[config.mk]
export PLATFORM = sky130hd
export DESIGN_NAME = divider_restoring
export DESIGN_NICKNAME = d
export VERILOG_FILES = /design/src/rtl/divider_restoring.sv
export SDC_FILE = /design/constraint.sdc
export NUM_CORES = 2
export LEC_CHECK = 0
export ABC_CLOCK_PERIOD_IN_PS = 24600
export CELL_PAD_IN_SITES_DETAIL_PLACEMENT = 1
export CELL_PAD_IN_SITES_GLOBAL_PLACEMENT = 2
export CORE_UTILIZATION = 30
export CTS_BUF_LIST = sky130_fd_sc_hd__clkbuf_4 sky130_fd_sc_hd__clkbuf_8 sky130_fd_sc_hd__clkbuf_16
export DETAILED_ROUTE_END_ITERATION = 16
export GPL_ROUTABILITY_DRIVEN = 0
export PLACE_DENSITY = 0.75
export SLEW_MARGIN = 20
export SYNTH_ARGS = -nofsm -noshare
export SYNTH_HDL_FRONTEND = slang
export SYNTH_SLANG_ARGS = --single-unit
[constraint.sdc]
create_clock -name clk -period 24.6 [get_ports clk]
set_input_delay 4.92 -clock clk [delete_from_list [all_inputs] [get_ports clk]]
set_output_delay 4.92 -clock clk [all_outputs]
set_load 0.01 [all_outputs]
[src/rtl/divider_restoring.sv]
// divider_restoring: multi-cycle unsigned restoring divider, one quotient bit per clock.
//   clk, rst (async, active high)
//   en        : start strobe, sampled only while busy=0 (dividend/divisor latched with it)
//   busy      : division in progress
//   done      : one-cycle pulse, quotient/remainder/div_zero updated
//   quotient  : floor(dividend/divisor), DIVIDEND_W bits
//   remainder : dividend mod divisor, DIVISOR_W bits
//   div_zero  : zero divisor flag for the presented result
// Optional: define DIV_ZERO_CHECK_EN for a one-cycle zero-divisor shortcut with flag.
module divider_restoring #(
  parameter int unsigned DIVIDEND_W = 160,
  parameter int unsigned DIVISOR_W  = 80
) (
  input  logic                  clk,
  input  logic                  rst,
  input  logic                  en,
  input  logic [DIVIDEND_W-1:0] dividend,
  input  logic [DIVISOR_W-1:0]  divisor,
  output logic                  busy,
  output logic                  done,
  output logic [DIVIDEND_W-1:0] quotient,
  output logic [DIVISOR_W-1:0]  remainder,
  output logic                  div_zero
);

  localparam int unsigned CNT_W = $clog2(DIVIDEND_W + 1);

  typedef enum logic {IDLE, RUN} state_t;

  state_t                state, state_n;
  logic [DIVISOR_W-1:0]  dsr, dsr_n;
  logic [DIVIDEND_W-1:0] dvd, dvd_n;
  logic [DIVIDEND_W-1:0] quo, quo_n;
  logic [DIVISOR_W-1:0]  r, r_n;
  logic [CNT_W-1:0]      cnt, cnt_n;
  logic                  busy_n, done_n;
  logic [DIVIDEND_W-1:0] quotient_n;
  logic [DIVISOR_W-1:0]  remainder_n;
  logic [DIVISOR_W:0]    trial;
  logic                  ge;
  logic [DIVISOR_W-1:0]  sub;
`ifdef DIV_ZERO_CHECK_EN
  logic                  zero, zero_n;
  logic                  div_zero_n;
`endif

  // Partial remainder is kept DIVISOR_W wide: after each step it is below the
  // divisor, so the extra bit of the trial only matters for the compare, and the
  // low DIVISOR_W bits of the subtraction are exact whenever trial >= divisor.
  always_comb begin
    trial = {r, dvd[DIVIDEND_W-1]};
    ge    = (trial >= {1'b0, dsr});
    sub   = trial[DIVISOR_W-1:0] - dsr;

    state_n     = state;
    dsr_n       = dsr;
    dvd_n       = dvd;
    quo_n       = quo;
    r_n         = r;
    cnt_n       = cnt;
    busy_n      = busy;
    done_n      = 1'b0;
    quotient_n  = quotient;
    remainder_n = remainder;
`ifdef DIV_ZERO_CHECK_EN
    zero_n      = zero;
    div_zero_n  = div_zero;
`endif

    case (state)
      IDLE: begin
        if (en) begin
          dsr_n   = divisor;
          dvd_n   = dividend;
          quo_n   = '0;
          r_n     = '0;
          cnt_n   = CNT_W'(DIVIDEND_W);
          busy_n  = 1'b1;
          state_n = RUN;
`ifdef DIV_ZERO_CHECK_EN
          zero_n  = (divisor == '0);
`endif
        end
      end
      RUN: begin
`ifdef DIV_ZERO_CHECK_EN
        if (zero) begin
          quotient_n  = '1;
          remainder_n = dvd[DIVISOR_W-1:0];
          div_zero_n  = 1'b1;
          zero_n      = 1'b0;
          done_n      = 1'b1;
          busy_n      = 1'b0;
          state_n     = IDLE;
        end else begin
`else
        begin
`endif
          dvd_n = {dvd[DIVIDEND_W-2:0], 1'b0};
          quo_n = {quo[DIVIDEND_W-2:0], ge};
          r_n   = ge ? sub : trial[DIVISOR_W-1:0];
          cnt_n = cnt - CNT_W'(1);
          if (cnt == CNT_W'(1)) begin
            quotient_n  = quo_n;
            remainder_n = r_n;
            done_n      = 1'b1;
            busy_n      = 1'b0;
            state_n     = IDLE;
`ifdef DIV_ZERO_CHECK_EN
            div_zero_n  = 1'b0;
`endif
          end
        end
      end
      default: state_n = IDLE;
    endcase
  end

  always_ff @(posedge clk or posedge rst) begin
    if (rst) begin
      state     <= IDLE;
      dsr       <= '0;
      dvd       <= '0;
      quo       <= '0;
      r         <= '0;
      cnt       <= '0;
      busy      <= 1'b0;
      done      <= 1'b0;
      quotient  <= '0;
      remainder <= '0;
`ifdef DIV_ZERO_CHECK_EN
      zero      <= 1'b0;
      div_zero  <= 1'b0;
`endif
    end else begin
      state     <= state_n;
      dsr       <= dsr_n;
      dvd       <= dvd_n;
      quo       <= quo_n;
      r         <= r_n;
      cnt       <= cnt_n;
      busy      <= busy_n;
      done      <= done_n;
      quotient  <= quotient_n;
      remainder <= remainder_n;
`ifdef DIV_ZERO_CHECK_EN
      zero      <= zero_n;
      div_zero  <= div_zero_n;
`endif
    end
  end

`ifndef DIV_ZERO_CHECK_EN
  assign div_zero = 1'b0;
`endif

endmodule

-- After elaboration in Yosys (flattened, before gate mapping)
Cells that the tools add are included.
- $lt $le $gt $ge: 1
- reduce and logical (&&, ||, !) cells: 3
- shift operators: 0
- bitwise logic cells: 1
- multiplexer cells: 17
- add/sub/neg operators: 2
- div/mod/pow operators: 0
- eq/ne operators: 3
- $mul: 0
- operators by type and width (operator ; count):
    $pmux W160 S2 ; 1
    $pmux W159 S2 ; 1
    $mux W160 ; 1
    $mux W80 ; 2
    $pmux W80 S2 ; 1
    $mux W159 ; 1
    $ge A81 B80 Y1 ; 1
    $sub A80 B80 Y80 ; 1
    $pmux W8 S2 ; 1
    $eq A8 B1 Y1 const B ; 1
    $mux W8 ; 1
    $sub A8 B1 Y8 const B ; 1
    $mux W1 ; 6
    $reduce_and A2 Y1 ; 3
    $pmux W1 S2 ; 2
    $ne A2 B1 Y1 const B ; 1
    $ne A2 B2 Y1 const B ; 1
    $not A1 Y1 ; 1
- latch bits: 0
- bits in read-only memories: 0
- memory bits (writable): 0
- flip-flop bits (word level): 730
- memories: 0
- output and inout port bits: 243

-- Depth between registers and ports, before layout
- depth in word-level cells: 3
- gate-level depth with buffers: 17

-- Least setup slack after synthesis
OpenSTA, ideal clock, no wires.
- path kind: in2reg
- from: in en
- to: reg dvd[10]
- arrival: 6.543 ns
- library setup time: 0.133 ns
- path slack: 17.924 ns
- stages on the path: 6
- data required time: 24.467 ns
- cells stage by stage: clkbuf_1 -> clkbuf_1 -> clkbuf_1 -> buf_1 -> mux2i_1 -> o21ai_0
- cells in the longest elaborated chain, start to end: 1
- RTL lines (what ; line ; RTL):
    from (decl) ; 16 ; input logic en,
    $ne A2 B2 Y1 (no source line) ; -- ;
    to (signal assigned) ; 138 ; dvd <= dvd_n;
    to (decl) ; 32 ; logic [DIVIDEND_W-1:0] dvd, dvd_n;
No other way between the ends.
A chain may end at the register's enable or synchronous reset.

==> impl_summary.txt <==
----------------------------------------------------
[Drt]
  Initial DRC count ... 1296
  Number of nets with antenna violations after detailed routing ... 0
  Post-route DRC violation count ... 0
  Routed via count ... 27.8k
  Per-cell via count in the routed design ... 4.85
  Drt total wl ... 110000 um
  Detailed-route wire length per cell ... 19.2 um
  First-pass detailed-route iteration total ... 5

[Logic synthesis]
  Synth cell types ... 69
  Area of the mapped netlist ... 34200 sq um
  Number of synthesized flops with an enable pin ... 0
  Avg Synthesized Cell Area ... 9.04 sq um
  Sequential element share of the synthesized area ... 53.4%
  #FFs+latches synth ... 730
  Share of flip-flops with an asynchronous set or reset ... 100%
  Most area-hungry cell type in the Yosys netlist ... sky130_fd_sc_hd__dfrtp_1
  Warning count from the yosys run ... 0
  Cell count after synthesis ... 3783
  Cell types with the largest area share after synthesis ... sky130_fd_sc_hd__dfrtp_1 (53%), sky130_fd_sc_hd__nand2_1 (14%), sky130_fd_sc_hd__o21ai_0 (7.7%)
  Top cell type's share of synthesized area ... 53.4%
  Syn Nets ... 4109
  Commonest register cell after synthesis ... sky130_fd_sc_hd__dfrtp_1

[STA]
  Unrepaired setup endpoints after global routing ... false
  Setup slack of the critical path after layout ... 16670 ps
  Measured slew at the worst slew-check pin ... 1150 ps
  Total negative setup slack ... 0 ps
  Top achievable clock speed ... 0.126 GHz
  Final setup violation count ... 0
  Maximum clock skew at final layout ... 28.0 ps
  Max-slew violation total from the final report ... 0
  Number of hold violations in the final report ... 0
  Fin crit period ... 7930 ps
  Ratio of final minimum period to clock period ... 32.2%
  Relative slew slack ... 23.5%

[Worst setup path]
  Required time of the critical path ... 25270 ps
  Worst Setup Path Type ... input port to asynchronous set/reset pin
  Cells along the critical path ... clkdlybuf4s50_1, clkinvlp_4, buf_12, buf_4, buf_4, buf_4
  CP most frequent cell ... sky130_fd_sc_hd__buf_4
  Highest-delay cell along the critical path ... sky130_fd_sc_hd__buf_4
  Data arrival time at the worst-slack endpoint ... 8600 ps
  CP peak stage delay ... 800 ps
  Largest fanout on the critical path ... 155
  CP Capture Type ... asynchronous set/reset pin
  CP startpoint kind ... input port
  Logic depth of the worst register-to-register path ... 16

[CTS]
  Quantity of gates resized following cts ... 0
  Clock sinks ... 730
  Insertion delay to the later sink of the worst-skew pair ... 670 ps
  Clock root cell ... sky130_fd_sc_hd__clkbuf_16
  Clock-pin slew reported for the worst setup and hold paths after clock tree synthesis ... 60 ps
  Maximum clock insertion buffer count ... 3
  Count of hold buffers inserted by post-cts repair ... 0
  Postcts setup bufs ... 0
  Total CTS buffers ... 88
  Deepest level of the CTS H-tree ... 3
  TritonCTS clock tree ... yes

[Die]
  Floorplan row count ... 123
  Core region area ... 113000 sq um
  Floorplan die height ... 340 um
  Floorplan die width ... 340 um
  Effective utilization at floorplan ... 30.3%
  I/O Pins ... 486
  Die area ... 115000 sq um

[Final layout]
  Final Instance Count excl. Fillers ... 5724
  Fill cells ... 12.9k
  Post-Layout Inst Area ... 43400 sq um
  Post-layout net count ... 4476
  Layout-stage area growth over the synthesis result ... 27.0%
  Share of post-route cells with drive strength above 1 ... 5.64%

[GRT]
  Number of global-route vias before repair ... 29.0k
  Global-route wire length before repair ... 174000 um
  Initial antenna violation count ... 16
  Total congestion overflow ... 0
  Pin count of the biggest net entering global routing ... 272
  GRT Util Overall ... 19.0%

[Power]
  Clk network pwr share ... 21.0%
  Peak supply drop ... 0.106 mV
  Net switching power of the design ... 0.00273 W
  Part of the power in combinational logic ... 46.5%
  Total power density per cell area ... 153 nW/um^2
  Relative contribution of sequential cells to total power ... 32.5%
  Internal power component ... 0.00393 W
  Total leakage power ... 19.9 nW
  Switching power share of the total ... 40.9%

[Placed design]
  Final HPWL from detailed placement ... 74200 um
  Pre-CTS setup slack ... 15780 ps
  Placed Cells ... 5560
  Number of buffer cells added on primary ports ... 484
  Area post-placement ... 40300 sq um

[Outcome]
  Outcome ... complete, no violations

[Worst hold path]
  Hold Path Cell Cnt ... 2
  Hold/Removal Path Class ... flop to flop

[Run]
  Max-cap check violation count ... 0

----------------------------------------------------
power by group through the flow:
| stage | clock [W] | combinational, W | sequential, W |
|---|---|---|---|
| 2_1_floorplan | 0 | 0.00200 | 0.00213 |
| 3_3_place_gp | 0 | 0.00307 | 0.00218 |
| 3_5_place_dp | 0 | 0.00313 | 0.00218 |
| 4_1_cts | 0.00144 | 0.00314 | 0.00218 |
| 5_1_grt | 0.00148 | 0.00348 | 0.00224 |
| 6_report | 0.00140 | 0.00310 | 0.00216 |
cells by family after synthesis:
kind of cell / count (synthesis) / share of synthesized area (%)
muxes: 216 / 6.46
DFF: 730 / 53.4
xor gates and xnor gates: 79 / 2.02
and+or+nand+nor: 1454 / 16.7
other: 1 / 0.0110
AOI/OAI and AO/OA: 872 / 14.3
buffers and inverters: 348 / 3.98
adders and majority gates: 83 / 3.06
final timing paths:
check	from	endpoint	slack, ps
setup / recovery	rst	quotient[40]	16670
hold / removal	quotient[74]	quotient[74]	470
setup reg to reg	dvd[159]	remainder[72]	19670
hold reg to reg	quotient[74]	quotient[74]	470
max in group clk	en	dvd[66]	17730
min in group asynchronous	rst	quotient[117]	4820
stage by stage:
stage	utilization, %	hold WS, ps	power [W]
2_1_floorplan	-	440	0.00413
3_5_place_dp	35.8	463	0.00532
4_1_cts	38.5	477	0.00676
5_1_grt	38.5	497	0.00721
6_report	38.5	471	0.00666
3_3_place_gp	35.8	459	0.00525
cell usage after synthesis (all sizes together), types with 3 or more instances:
library cell	instances
nand2	1244
dfrtp	730
o21ai	573
clkbuf	198
mux2i	179
a21oi	145
inv	114
nor2	90
ha	82
xnor2	46
a22o	37
mux2	37
buf	35
xor2	33
nand4	30
a21o	24
nor3	24
o21bai	23
nand3	22
and3	10
o21a	10
nand2b	9
o31ai	7
a31oi	6
nor2b	6
o211ai	6
a21boi	5
nor4	5
o22ai	5
and2	4
o221ai	4
or2	4
a211oi	3
a31o	3
a32oi	3
or3	3
worst max-delay path: cells and delay by family:
family | cells | cell delay (ps)
buffers and inverters | 6 | 3410
layout make-up:
cell class | count | area (sq um) | share of cell area [%]
Clock buffer | 127 | 2630 | 6.05
Tap cell | 1500 | 1880 | 4.32
Inverter | 115 | 448 | 1.03
Multi-Input combinational cell | 2705 | 14600 | 33.6
Timing Repair Buffer | 510 | 5120 | 11.8
Antenna cell | 6 | 15.0 | 0.0346
Clock inverter | 31 | 480 | 1.11
Sequential cell | 730 | 18300 | 42.1
registers in the layout (all words and copies together) (netlist names):
signal / count
dvd: 160
quotient: 160
quo: 159
dsr: 80
r: 80
remainder: 80
cnt: 8
busy: 1
done: 1
state: 1
metal layers:
metal | up-vias | GRT usage (%) | wire length (um)
met2 | 447 | 31.3 | 52300
met3 | 145 | 4.95 | 6030
met4 | 14 | 4.83 | 2380
met1 | 13900 | 24.8 | 49400
met5 | - | 0 | 98
li1 | 13300 | - | -
cells in the final DEF, fill, tap and decap left out, types with 7 or more instances in the layout:
| master | n |
|---|---|
| sky130_fd_sc_hd__nor2_1 | 88 |
| sky130_fd_sc_hd__ha_1 | 82 |
| sky130_fd_sc_hd__clkbuf_4 | 20 |
| sky130_fd_sc_hd__a21o_1 | 24 |
| sky130_fd_sc_hd__o21ai_1 | 48 |
| sky130_fd_sc_hd__mux2_1 | 7 |
| sky130_fd_sc_hd__clkbuf_8 | 18 |
| sky130_fd_sc_hd__dfrtp_1 | 729 |
| sky130_fd_sc_hd__bufinv_16 | 10 |
| sky130_fd_sc_hd__xnor2_1 | 46 |
| sky130_fd_sc_hd__clkbuf_16 | 89 |
| sky130_fd_sc_hd__nand4_1 | 30 |
| sky130_fd_sc_hd__nor3_1 | 24 |
| sky130_fd_sc_hd__clkinv_2 | 10 |
| sky130_fd_sc_hd__a22o_1 | 37 |
| sky130_fd_sc_hd__mux2i_1 | 179 |
| sky130_fd_sc_hd__inv_1 | 112 |
| sky130_fd_sc_hd__o21ai_0 | 525 |
| sky130_fd_sc_hd__a21oi_1 | 144 |
| sky130_fd_sc_hd__o21a_1 | 10 |
| sky130_fd_sc_hd__mux2_2 | 30 |
| sky130_fd_sc_hd__nand2_1 | 1244 |
| sky130_fd_sc_hd__o21bai_1 | 23 |
| sky130_fd_sc_hd__and3_1 | 10 |
| sky130_fd_sc_hd__clkdlybuf4s50_1 | 483 |
| sky130_fd_sc_hd__nand3_1 | 21 |
| sky130_fd_sc_hd__buf_4 | 20 |
| sky130_fd_sc_hd__xor2_1 | 33 |
| sky130_fd_sc_hd__nand2b_1 | 9 |
No activity file was read; power rests on OpenSTA's default activity.
